### src/rtl/fifo_uart_tx.sv
// Drains bytes from an upstream FIFO and sends them as 8N1 UART frames, LSB first.
// Define FIFO_UART_TX_PARITY_EN to insert an even-parity bit between the data bits and the stop bit.
module fifo_uart_tx #(
   parameter int WIDTH        = 8,
   parameter int CLKS_PER_BIT = 16
) (
   input  logic             clk,
   input  logic             rst,
   input  logic [WIDTH-1:0] fifo_data,
   input  logic             fifo_empty,
   output logic             fifo_rd_en,
   output logic             tx,
   output logic             busy
);

   typedef enum logic [2:0] {
      IDLE,
      REQ,
      WAIT,
      START,
      DATA,
`ifdef FIFO_UART_TX_PARITY_EN
      PARITY,
`endif
      STOP
   } state_t;

   localparam logic [15:0] BAUD_LAST = 16'(CLKS_PER_BIT - 1);

   state_t           state_q;
   logic [15:0]      baud_q;
   logic [2:0]       bitIdx_q;
   logic [WIDTH-1:0] shift_q;
   logic             tx_q;
   logic             busy_q;
   logic             rdEn_q;
   logic             armed_q;
`ifdef FIFO_UART_TX_PARITY_EN
   logic             parity_q;
`endif

   logic baudDone;

   assign baudDone   = (baud_q == BAUD_LAST);
   assign fifo_rd_en = rdEn_q;
   assign tx         = tx_q;
   assign busy       = busy_q;

   // armed_q holds off the first FIFO read until the second edge after reset is released.
   always_ff @(posedge clk or posedge rst) begin
      if (rst) begin
         state_q  <= IDLE;
         baud_q   <= '0;
         bitIdx_q <= '0;
         shift_q  <= '0;
         tx_q     <= 1'b1;
         busy_q   <= 1'b0;
         rdEn_q   <= 1'b0;
         armed_q  <= 1'b0;
`ifdef FIFO_UART_TX_PARITY_EN
         parity_q <= 1'b0;
`endif
      end else begin
         armed_q <= 1'b1;
         case (state_q)
            IDLE: begin
               if (armed_q && !fifo_empty) begin
                  state_q <= REQ;
                  rdEn_q  <= 1'b1;
                  busy_q  <= 1'b1;
               end
            end

            REQ: begin
               state_q <= WAIT;
               rdEn_q  <= 1'b0;
            end

            WAIT: begin
               shift_q <= fifo_data;
`ifdef FIFO_UART_TX_PARITY_EN
               parity_q <= ^fifo_data;
`endif
               state_q <= START;
               tx_q    <= 1'b0;
               baud_q  <= '0;
            end

            START: begin
               if (baudDone) begin
                  state_q  <= DATA;
                  baud_q   <= '0;
                  bitIdx_q <= '0;
                  tx_q     <= shift_q[0];
               end else begin
                  baud_q <= baud_q + 16'd1;
               end
            end

            DATA: begin
               if (baudDone) begin
                  baud_q <= '0;
                  if (bitIdx_q == 3'd7) begin
                     bitIdx_q <= '0;
`ifdef FIFO_UART_TX_PARITY_EN
                     state_q <= PARITY;
                     tx_q    <= parity_q;
`else
                     state_q <= STOP;
                     tx_q    <= 1'b1;
`endif
                  end else begin
                     bitIdx_q <= bitIdx_q + 3'd1;
                     tx_q     <= shift_q[bitIdx_q + 3'd1];
                  end
               end else begin
                  baud_q <= baud_q + 16'd1;
               end
            end

`ifdef FIFO_UART_TX_PARITY_EN
            PARITY: begin
               if (baudDone) begin
                  state_q <= STOP;
                  baud_q  <= '0;
                  tx_q    <= 1'b1;
               end else begin
                  baud_q <= baud_q + 16'd1;
               end
            end
`endif

            // A waiting byte is fetched straight out of the stop bit, with no idle bit time.
            STOP: begin
               if (baudDone) begin
                  baud_q <= '0;
                  if (!fifo_empty) begin
                     state_q <= REQ;
                     rdEn_q  <= 1'b1;
                  end else begin
                     state_q <= IDLE;
                     busy_q  <= 1'b0;
                  end
               end else begin
                  baud_q <= baud_q + 16'd1;
               end
            end

            default: begin
               state_q <= IDLE;
               baud_q  <= '0;
               tx_q    <= 1'b1;
               busy_q  <= 1'b0;
               rdEn_q  <= 1'b0;
            end
         endcase
      end
   end

endmodule

### config.mk
export PLATFORM = sky130hd
export DESIGN_NAME = fifo_uart_tx
export DESIGN_NICKNAME = d
export VERILOG_FILES = /design/src/rtl/fifo_uart_tx.sv
export SDC_FILE = /design/constraint.sdc
export NUM_CORES = 1
export LEC_CHECK = 0
export CAP_MARGIN = 20
export CORE_UTILIZATION = 31
export CTS_BUF_LIST = sky130_fd_sc_hd__clkbuf_8
export DETAILED_ROUTE_END_ITERATION = 8
export PLACE_DENSITY_LB_ADDON = 0.05
export REMOVE_ABC_BUFFERS = 1
export SLEW_MARGIN = 20
export SYNTH_ARGS = -nofsm -noshare
export SYNTH_HDL_FRONTEND = slang
export SYNTH_SLANG_ARGS = --single-unit
### constraint.sdc
create_clock -name clk -period 5.9 [get_ports clk]
set_input_delay 1.475 -clock clk [delete_from_list [all_inputs] [get_ports clk]]
set_output_delay 1.475 -clock clk [all_outputs]
set_load 0.02 [all_outputs]
==> impl_metrics.json, run 1 <==
{
  "outcome": "finished, final reports clean",
  "dieArea_sq_um": 6319,
  "initial_utilization": 0.3300,
  "grt_use_total": 0.1418,
  "path_clk_slew_ns": 0.07,
  "syn-cell-area_sq_um": 1862,
  "final.fill_count": 575,
  "timing_worst_setup_path_type": "reg -> out",
  "ant_nets": 0,
  "flow.area_growth_from_synthesis_pct": 13.58,
  "place.detailed.instances": 274,
  "fp.dieH_um": 79.50,
  "async_flop_share": 1.000,
  "fmax_mhz": 348.4,
  "clk_path_buf_depth": 2,
  "detail_route.vias_per_cell": 5.189,
  "insertion_delay_ns": 0.28,
  "wirelength_routed_mm": 4.026,
  "chipWidth_um": 79.50,
  "cts_post_setup_buffers_inserted": 0,
  "rsz0062_at_grt": "no",
  "first_global_vias": 1399,
  "starting_drt_drc_count": 75,
  "timing.critical_path.to_type": "output pin",
  "syn_area_per_cell_sq_um": 9.451,
  "grt_max_degree": 35,
  "static-leakage-power_nw": 0.8583,
  "cts-buffers-inserted": 5,
  "wl_per_cell_um": 14.33,
  "postSynth.topFlopCell": "sky130_fd_sc_hd__dfrtp_1",
  "period_minus_slack_ns": 2.870,
  "gp_congestion": 0.7223,
  "synth-edff-count": 0,
  "finalHoldViolCount": 0,
  "worst_path_dominant_cell_family": "buffers and inverters",
  "multi_input_combinational_cell_area_sq_um": 917.1,
  "min_period_over_period": 0.4865,
  "cts_hold_buffers": 0,
  "power.ir.vdd_worst_mv": 0.1545,
  "cts.repair.resized": 0,
  "pre_cts_slack_ns": 3.209,
  "worstHoldPathType": "reg -> reg",
  "power-per-cell-area_nw_per_um2": 384.8,
  "maximum_cell_stage_delay_along_the_critical_path_ns": 0.59,
  "critical_path.startpoint_type": "flip-flop",
  "placement_rows": 27,
  "place.detailed.hpwl_mm": 2.767,
  "htree_num_levels": 2,
  "worstSetupPathDepth": 1,
  "crit_required_ns": 4.43,
  "clock-root-buffer": "sky130_fd_sc_hd__clkbuf_8",
  "totalNegativeSetupSlack_ns": 0,
  "critPathSlowestCell": "sky130_fd_sc_hd__clkdlybuf4s50_1",
  "fin_cells": 281,
  "placement.io_buffers": 13,
  "grt_remaining_overflow": 0,
  "cts_sinks": 34,
  "via_count": 1458,
  "ys_warn_count": 0,
  "final_layout_size_suffix_gt1_frac": 0.1292,
  "setup_violation_total_in_the_final_timing_report": 0,
  "insertedDiodeCount": 0,
  "drt_pre_antenna_iters": 4,
  "final_critical_path_setup_slack_ns": 3.030,
  "synth.distinct_cells": 43,
  "min_delay_path_depth": 2,
  "grt_pass1_wl_mm": 6.913,
  "design.final.nets": 223,
  "slew_viol_final": 0,
  "seq_area_frac_synth": 0.4577,
  "arrival_ns": 1.40,
  "worst-path-max-fanout": 2,
  "ff2ff_path_depth": 6,
  "timing_worst_slew_pin_value_ns": 0.6810,
  "regArea_sq_um": 852.1,
  "synthesis.instances": 197,
  "maxCapViolations": 0,
  "max-slew-margin-rel": 0.5443,
  "synth.ff_latch_count": 34,
  "initial_antenna_violation_count": 0,
  "post_route_clock_skew_ns": 0.003858,
  "tritoncts_clock_tree": "done",
  "remaining_drc_errors": 0,
  "crit_chain": "clkdlybuf4s50_1",
  "cp.buffers_inverters": 1,
  "placeableCoreArea_sq_um": 5642,
  "num_io_pins": 14
}
## per-layer routing
layer / vias up / GRT usage / share of wire
li1: 739 / - / -
met1: 694 / 0.2107 / 0.56
met2: 21 / 0.1991 / 0.41
met3: 4 / 0.03429 / 0.031
met4: 0 / 0.04364 / 0.0065
met5: - / 0 / 0
## cell families (layout without fill, tap and decap cells)
logic type | after synthesis | count (layout) | share of synthesized area
other | 1 | 1 | 0.002014
AO/OA/AOI/OAI | 54 | 54 | 0.1707
buffers and inverters | 19 | 31 | 0.05107
AND/OR/NAND/NOR | 74 | 74 | 0.2198
flip-flops | 34 | 34 | 0.4577
multiplexers | 12 | 12 | 0.07863
adder cells (fa/ha/maj) | 3 | 3 | 0.02016
## path summary, 6_finish.rpt
check / slack [ns] / to / from
worst min-delay path: 0.48 / bitIdx_q[2] / bitIdx_q[2]
worst min register to register: 0.48 / bitIdx_q[2] / bitIdx_q[2]
min in group asynchronous: 1.60 / baud_q[2] / rst
worst max-delay path: 3.03 / tx / tx
max in group asynchronous: 3.96 / tx / rst
worst max register to register: 3.57 / tx / baud_q[8]
## power breakdown
| part | total [mW] | internal (mW) | leakage [nW] | switching [mW] |
|---|---|---|---|---|
| Combinational | 0.308 | 0.147 | 0.377 | 0.161 |
| Sequential | 0.351 | 0.295 | 0.434 | 0.0555 |
| Clock | 0.155 | 0.0777 | 0.0466 | 0.0771 |
| Total | 0.814 | 0.520 | 0.858 | 0.294 |
## sequential cells by signal (all words and copies together), names as in the netlist
register / flops
baud_q: 16
fifo_rd_en: 1
armed_q: 1
tx: 1
bitIdx_q: 3
shift_q: 8
busy: 1
state_q: 3
## per-stage QoR
step / hold WS, ns / total power [mW] / utilization / cell area (sq um)
6_report: 0.4812 / 0.8137 / 0.3748 / 2115
5_1_grt: 0.5218 / 0.8816 / 0.3748 / 2115
4_1_cts: 0.4819 / 0.8278 / 0.3744 / 2112
3_5_place_dp: 0.4689 / 0.6662 / 0.3608 / 2036
3_3_place_gp: 0.4597 / 0.6563 / 0.3608 / 2036
2_1_floorplan: 0.4425 / 0.5691 / - / 1800
## cells in the final DEF (no fill, tap or decap), types with 2 or more instances in the layout
cell	instances
sky130_fd_sc_hd__dfrtp_1	33
sky130_fd_sc_hd__nor3_1	8
sky130_fd_sc_hd__nand3b_1	2
sky130_fd_sc_hd__clkbuf_8	5
sky130_fd_sc_hd__o21ai_0	21
sky130_fd_sc_hd__o21ai_1	2
sky130_fd_sc_hd__a21o_1	2
sky130_fd_sc_hd__or3_1	5
sky130_fd_sc_hd__o31ai_1	3
sky130_fd_sc_hd__o22ai_1	2
sky130_fd_sc_hd__mux2_2	11
sky130_fd_sc_hd__nand2b_1	4
sky130_fd_sc_hd__and2_1	2
sky130_fd_sc_hd__a21oi_1	15
sky130_fd_sc_hd__o41ai_1	2
sky130_fd_sc_hd__nor2_1	10
sky130_fd_sc_hd__nand3_1	6
sky130_fd_sc_hd__inv_1	11
sky130_fd_sc_hd__nand4b_1	2
sky130_fd_sc_hd__nand2_1	20
sky130_fd_sc_hd__clkdlybuf4s50_1	13
sky130_fd_sc_hd__nand4_1	6
sky130_fd_sc_hd__ha_1	3
sky130_fd_sc_hd__buf_4	2
## final cells by class
class | count | area share
multi-input combinational | 144 | 0.4337
sequential | 34 | 0.4030
timing repair buffer | 15 | 0.06864
tap | 72 | 0.04260
clock buffer | 5 | 0.03254
inverter | 9 | 0.01598
clock inverter | 2 | 0.003550
## cells in the mapped netlist, types with 3 or more instances
cell	number	area, sq um
sky130_fd_sc_hd__o21ai_0	21	105.1
sky130_fd_sc_hd__clkbuf_1	5	18.77
sky130_fd_sc_hd__ha_1	3	37.54
sky130_fd_sc_hd__nand2b_1	4	25.02
sky130_fd_sc_hd__nor3_1	8	40.04
sky130_fd_sc_hd__inv_1	9	33.78
sky130_fd_sc_hd__nand2_1	20	75.07
sky130_fd_sc_hd__nand3_1	6	30.03
sky130_fd_sc_hd__a21oi_1	15	75.07
sky130_fd_sc_hd__o31ai_1	3	22.52
sky130_fd_sc_hd__nand4_1	6	37.54
sky130_fd_sc_hd__nor2_1	11	41.29
sky130_fd_sc_hd__mux2_2	11	123.9
sky130_fd_sc_hd__or3_1	5	31.28
sky130_fd_sc_hd__dfrtp_1	33	825.8
Power figures use the tool's default switching activity.
==> run 2, diff against run 1 <==
Clock period 5.9 ns to 2.8 ns, I/O delays scaled along.
==> run 2 against run 1 <==
Compared with the run above: first-iteration DRC count up 48%; sequential cell count unchanged; clock skew up 0.0071 ns; hold slack better by 0.0056 ns; sequential share of layout area down 1.2 points; global-route usage up 0.097 points; wire length up 3.9%; non-clock buffer count up 5; utilization up 1.2 points; largest cell class unchanged; largest power group unchanged; highest routed layer unchanged.
==> impl_metrics.json, run 2 (synthesis gave the netlist of run 1 again) <==
{
  "gp_congestion": 0.8611,
  "grt_pass1_wl_mm": 6.989,
  "first_global_vias": 1446,
  "maxCapViolations": 0,
  "critical_path.most_common_cell": "sky130_fd_sc_hd__a21o_1",
  "cts_post_setup_buffers_inserted": 0,
  "placement_rows": 27,
  "design.final.nets": 228,
  "worst_path_dominant_cell_family": "simple AND/OR/NAND/NOR gates",
  "cp.buffers_inverters": 1,
  "rsz0062_at_grt": "no",
  "timing.critical_path.to_type": "flip-flop",
  "critPathSlowestCell": "sky130_fd_sc_hd__or4_4",
  "worst-path-max-fanout": 9,
  "global_routing_met1_resource_utilization": 0.2100,
  "via_count": 1494,
  "drt_pre_antenna_iters": 4,
  "initial_utilization": 0.3300,
  "largest_register_ff_count": 16,
  "place.detailed.hpwl_mm": 2.901,
  "min_delay_path_depth": 2,
  "grt_use_total": 0.1428,
  "power-per-cell-area_nw_per_um2": 843.7,
  "final_layout_size_suffix_gt1_frac": 0.1488,
  "worstSetupPathDepth": 6,
  "final.fill_count": 566,
  "wirelength_routed_mm": 4.182,
  "grt_use_met3": 0.03771,
  "ff2ff_path_depth": 6,
  "post_route_clock_skew_ns": 0.01098,
  "critical_path.startpoint_type": "flip-flop",
  "fp.dieH_um": 79.50,
  "largest-register": "baud_q",
  "initial_antenna_violation_count": 0,
  "cts-buffers-inserted": 5,
  "starting_drt_drc_count": 111,
  "worstHoldPathType": "reg -> reg",
  "wl_per_cell_um": 14.57,
  "fin_hold_ws_ns": 0.4868,
  "placement.io_buffers": 13,
  "period_minus_slack_ns": 2.279,
  "min_period_over_period": 0.8140,
  "fin_cells": 287,
  "global_route.usage.met2": 0.2009,
  "placeableCoreArea_sq_um": 5642,
  "finalHoldViolCount": 0,
  "fmax_mhz": 438.8,
  "top_regs": "baud_q x16, shift_q x8",
  "arrival_ns": 2.45,
  "crit_required_ns": 2.97,
  "setup_violation_total_in_the_final_timing_report": 0,
  "crit_chain": "or4_4 -> nor4_4 -> buf_4 -> nor2_4 -> a21o_1 -> a21o_1",
  "path_clk_slew_ns": 0.07,
  "outcome": "finished, final reports clean",
  "clock-root-buffer": "sky130_fd_sc_hd__clkbuf_8",
  "design_power_total_mw": 1.839,
  "most-common-layout-cells": "sky130_fd_sc_hd__dfrtp_1 (33), sky130_fd_sc_hd__o21ai_0 (21), sky130_fd_sc_hd__nand2_1 (20)",
  "grt_max_degree": 35,
  "chipWidth_um": 79.50,
  "cts_hold_buffers": 0,
  "static-leakage-power_nw": 0.8977,
  "gr-max-usage-layer": "met1",
  "finalCoreUtilization": 0.3863,
  "maximum_cell_stage_delay_along_the_critical_path_ns": 0.56,
  "regArea_sq_um": 852.1,
  "insertion_delay_ns": 0.28,
  "slew_viol_final": 0,
  "multi_input_combinational_cell_area_sq_um": 914.6,
  "flow.area_growth_from_synthesis_pct": 17.07,
  "remaining_drc_errors": 0,
  "place.detailed.instances": 279,
  "dieArea_sq_um": 6319,
  "detail_route.vias_per_cell": 5.206,
  "ant_nets": 0,
  "max-slew-margin-rel": 0.5331,
  "grt_remaining_overflow": 0,
  "htree_num_levels": 2,
  "tritoncts_clock_tree": "done",
  "insertedDiodeCount": 0,
  "num_io_pins": 14,
  "timing_worst_setup_path_type": "reg -> reg",
  "power.ir.vdd_worst_mv": 0.4087,
  "totalNegativeSetupSlack_ns": 0,
  "timing_worst_slew_pin_value_ns": 0.6977,
  "clk_path_buf_depth": 2,
  "cts.repair.resized": 0,
  "cts_sinks": 34,
  "layout_commonest_cell": "sky130_fd_sc_hd__dfrtp_1"
}
-- run 2: cell count changes in the layout (fill, tap and decap cells not counted), sizes merged --
cell,previous run,this run
bufinv,0,1
buf,2,7
-- run 2: worst register-to-register path, cell delays in order, from the launching register on --
cell and delay [ns]:
sky130_fd_sc_hd__dfrtp_1 0.42, sky130_fd_sc_hd__or4_4 0.56, sky130_fd_sc_hd__nor4_4 0.52, sky130_fd_sc_hd__buf_4 0.26
sky130_fd_sc_hd__nor2_4 0.07, sky130_fd_sc_hd__a21o_1 0.18, sky130_fd_sc_hd__a21o_1 0.16
-- run 2: through the flow --
step / setup WS [ns] / cell area, sq um
floorplan: 0.3617 / 1800
global route: 0.3628 / 2180
finish: 0.5209 / 2180
global placement: 0.6088 / 2073
detailed placement: 0.5226 / 2073
CTS: 0.5079 / 2180
-- run 2: final timing paths --
check,slack [ns],from,to
worst max-delay path,0.52,baud_q[9],baud_q[12]
worst min-delay path,0.49,bitIdx_q[2],bitIdx_q[2]
worst min register to register,0.49,bitIdx_q[2],bitIdx_q[2]
min in group asynchronous,0.82,rst,bitIdx_q[0]
worst max register to register,0.52,baud_q[9],baud_q[12]
max in group asynchronous,1.63,rst,tx
-- run 2: final cells by class --
type                       instances  area share
sequential                        34      0.3909
clock buffer                       5     0.03157
tap                               72     0.04133
multi-input combinational        144      0.4196
clock inverter                     3     0.01722
inverter                           9     0.01550
timing repair buffer              20     0.08381
-- run 2: report_power, final --
| group | internal [mW] | switching [mW] |
|---|---|---|
| sequential | 0.623 | 0.0890 |
| clock | 0.259 | 0.177 |
| combinational | 0.327 | 0.364 |
-- run 2: metal layers --
| metal | wire [um] | vias up | part of all wire |
|---|---|---|---|
| met5 | 0 | - | 0 |
| met4 | 17 | 0 | 0.0041 |
| met3 | 207 | 2 | 0.049 |
| met2 | 1764 | 34 | 0.42 |
| met1 | 2192 | 707 | 0.52 |
| li1 | - | 751 | - |
==> run 3, diff against run 2 <==
Clock period 2.8 ns to 2.34 ns, I/O delays scaled along.
==> run 3 against run 2 <==
Compared with the run above: clock-buffer cell count increased by 1; sequential power is 19% higher; clock skew down 0.0061 ns; critical endpoint unchanged.
==> impl_metrics.json, run 3 (synthesis gave the netlist of run 1 again) <==
{
  "first_global_vias": 1529,
  "largest-register": "baud_q",
  "totalNegativeSetupSlack_ns": 0,
  "clock-root-buffer": "sky130_fd_sc_hd__clkbuf_8",
  "min_delay_path_depth": 2,
  "critical_path.startpoint_type": "flip-flop",
  "power.ir.vdd_worst_mv": 0.3490,
  "final_layout_size_suffix_gt1_frac": 0.1802,
  "layout_commonest_cell": "sky130_fd_sc_hd__dfrtp_1",
  "comb_power_share": 0.398,
  "rrSetupSlack_ns": 0.23,
  "initial_utilization": 0.3300,
  "min_to": "bitIdx_q[1]",
  "outcome": "finished, final reports clean",
  "placement.io_buffers": 13,
  "largest_register_ff_count": 16,
  "placed_area_sq_um": 2126,
  "postLayoutCellArea_sq_um": 2217,
  "grt_pass1_wl_mm": 7.258,
  "most-common-layout-cells": "sky130_fd_sc_hd__dfrtp_1 (33), sky130_fd_sc_hd__o21ai_0 (21), sky130_fd_sc_hd__nand2_1 (20)",
  "post_route_clock_skew_ns": 0.004860,
  "met1_wl_mm": 2.151,
  "min_period_over_period": 0.9032,
  "wl_met2_mm": 1.852,
  "wl_per_cell_um": 14.31,
  "timing.rr.end": "baud_q[12]",
  "clk_path_buf_depth": 2,
  "internal_power_mw": 1.393,
  "ant_nets": 0,
  "htree_num_levels": 2,
  "maxCapViolations": 0,
  "crit_required_ns": 2.52,
  "starting_drt_drc_count": 125,
  "cts_hold_buffers": 0,
  "sw_ratio": 0.3553,
  "cts_sinks": 34,
  "fmax_mhz": 473.1,
  "design_power_total_mw": 2.161,
  "timing_worst_setup_path_type": "reg -> reg",
  "placeableCoreArea_sq_um": 5642,
  "place.detailed.hpwl_mm": 2.986,
  "grt_use_total": 0.1494,
  "share_seq_of_total_power": 0.393,
  "top_signal_layer_used": "met4",
  "rsz0062_at_grt": "no",
  "initial_antenna_violation_count": 0,
  "via_count": 1525,
  "flow.area_growth_from_synthesis_pct": 19.09,
  "power-per-cell-area_nw_per_um2": 974.5,
  "grt_max_degree": 35,
  "ff2ff_path_depth": 7,
  "slew_viol_final": 0,
  "regToRegStartpoint": "baud_q[9]",
  "dieArea_sq_um": 6319,
  "worst-path-max-fanout": 11,
  "insertion_delay_ns": 0.28,
  "p_switching_mw": 0.7676,
  "setup_violation_total_in_the_final_timing_report": 0,
  "arrival_ns": 2.29,
  "routed-wl-met3_um": 157,
  "insertedDiodeCount": 0,
  "cts_post_setup_buffers_inserted": 0,
  "gp_congestion": 0.8573,
  "fp.dieH_um": 79.50,
  "wirelength_routed_mm": 4.208,
  "tritoncts_clock_tree": "done",
  "grt_remaining_overflow": 0,
  "worstHoldPathType": "reg -> reg",
  "num_io_pins": 14,
  "path_clk_slew_ns": 0.07,
  "drt_pre_antenna_iters": 4,
  "cts-buffers-inserted": 5,
  "design.final.nets": 235,
  "detail_route.vias_per_cell": 5.187,
  "clock_power_share": 0.209,
  "placement_rows": 27,
  "period_minus_slack_ns": 2.114,
  "worst_hold_launch": "bitIdx_q[1]",
  "chipWidth_um": 79.50,
  "final.fill_count": 564,
  "finalHoldViolCount": 0,
  "remaining_drc_errors": 0,
  "cts.repair.resized": 0,
  "timing.critical_path.to_type": "flip-flop",
  "top_regs": "baud_q x16, shift_q x8",
  "static-leakage-power_nw": 0.9260
}
[run 3: cell types whose count changed in the layout (fill, tap and decap cells not counted), sizes merged]
cell / before / now
buf: 7 / 14
bufinv: 1 / 0
clkbuf: 5 / 6
clkinv: 0 / 1
inv: 11 / 10
[run 3: layout make-up]
type | count | area [sq um] | share of cell area
Timing Repair Buffer | 27 | 235.2 | 0.1061
Tap cell | 72 | 90.09 | 0.04063
Inverter | 9 | 33.78 | 0.01524
Sequential cell | 34 | 852.1 | 0.3843
Multi-Input combinational cell | 144 | 914.6 | 0.4125
Clock buffer | 6 | 82.58 | 0.03725
Clock inverter | 2 | 8.758 | 0.003950
[run 3: critical path, cell delays in order, from the launching register on]
cell and delay, ns:
sky130_fd_sc_hd__dfrtp_1 0.42, sky130_fd_sc_hd__or4_4 0.55, sky130_fd_sc_hd__nor4_4 0.27, sky130_fd_sc_hd__buf_4 0.20, sky130_fd_sc_hd__buf_4 0.17, sky130_fd_sc_hd__nor2_4 0.07, sky130_fd_sc_hd__a21o_1 0.16, sky130_fd_sc_hd__a21o_1 0.17
[run 3: power by group through the flow]
stage               registers [mW]  clock network (mW)  logic [mW]
floorplan                    0.885                   0       0.550
global placement             0.856                   0       0.848
detailed placement           0.861                   0       0.863
CTS                          0.851               0.467       0.866
global route                 0.880               0.490       0.967
finish                       0.849               0.451       0.860
[run 3: through the flow]
stage	std cells	utilization	hold slack [ns]	worst slack, ns
after detailed placement	286	0.3768	0.4701	0.2321
final	294	0.3930	0.4833	0.2264
after global placement	286	0.3768	0.4581	0.2404
after global routing	294	0.3930	0.5107	0.1051
after CTS	294	0.3930	0.4866	0.2272
after floorplan	187	-	0.4425	-0.09827
[run 3: worst max path at each step]
stage                    from    endpoint
floorplan           baud_q[9]          tx
global placement    baud_q[9]          tx
detailed placement  baud_q[9]  baud_q[12]
CTS                 baud_q[9]  baud_q[12]
global route        baud_q[9]          tx
finish              baud_q[9]  baud_q[12]
[run 3: layer usage]
layer,vias to the layer above,global-route usage
met5,-,0
met2,27,0.2239
met1,731,0.2090
met3,6,0.03886
met4,0,0.04545
li1,761,-
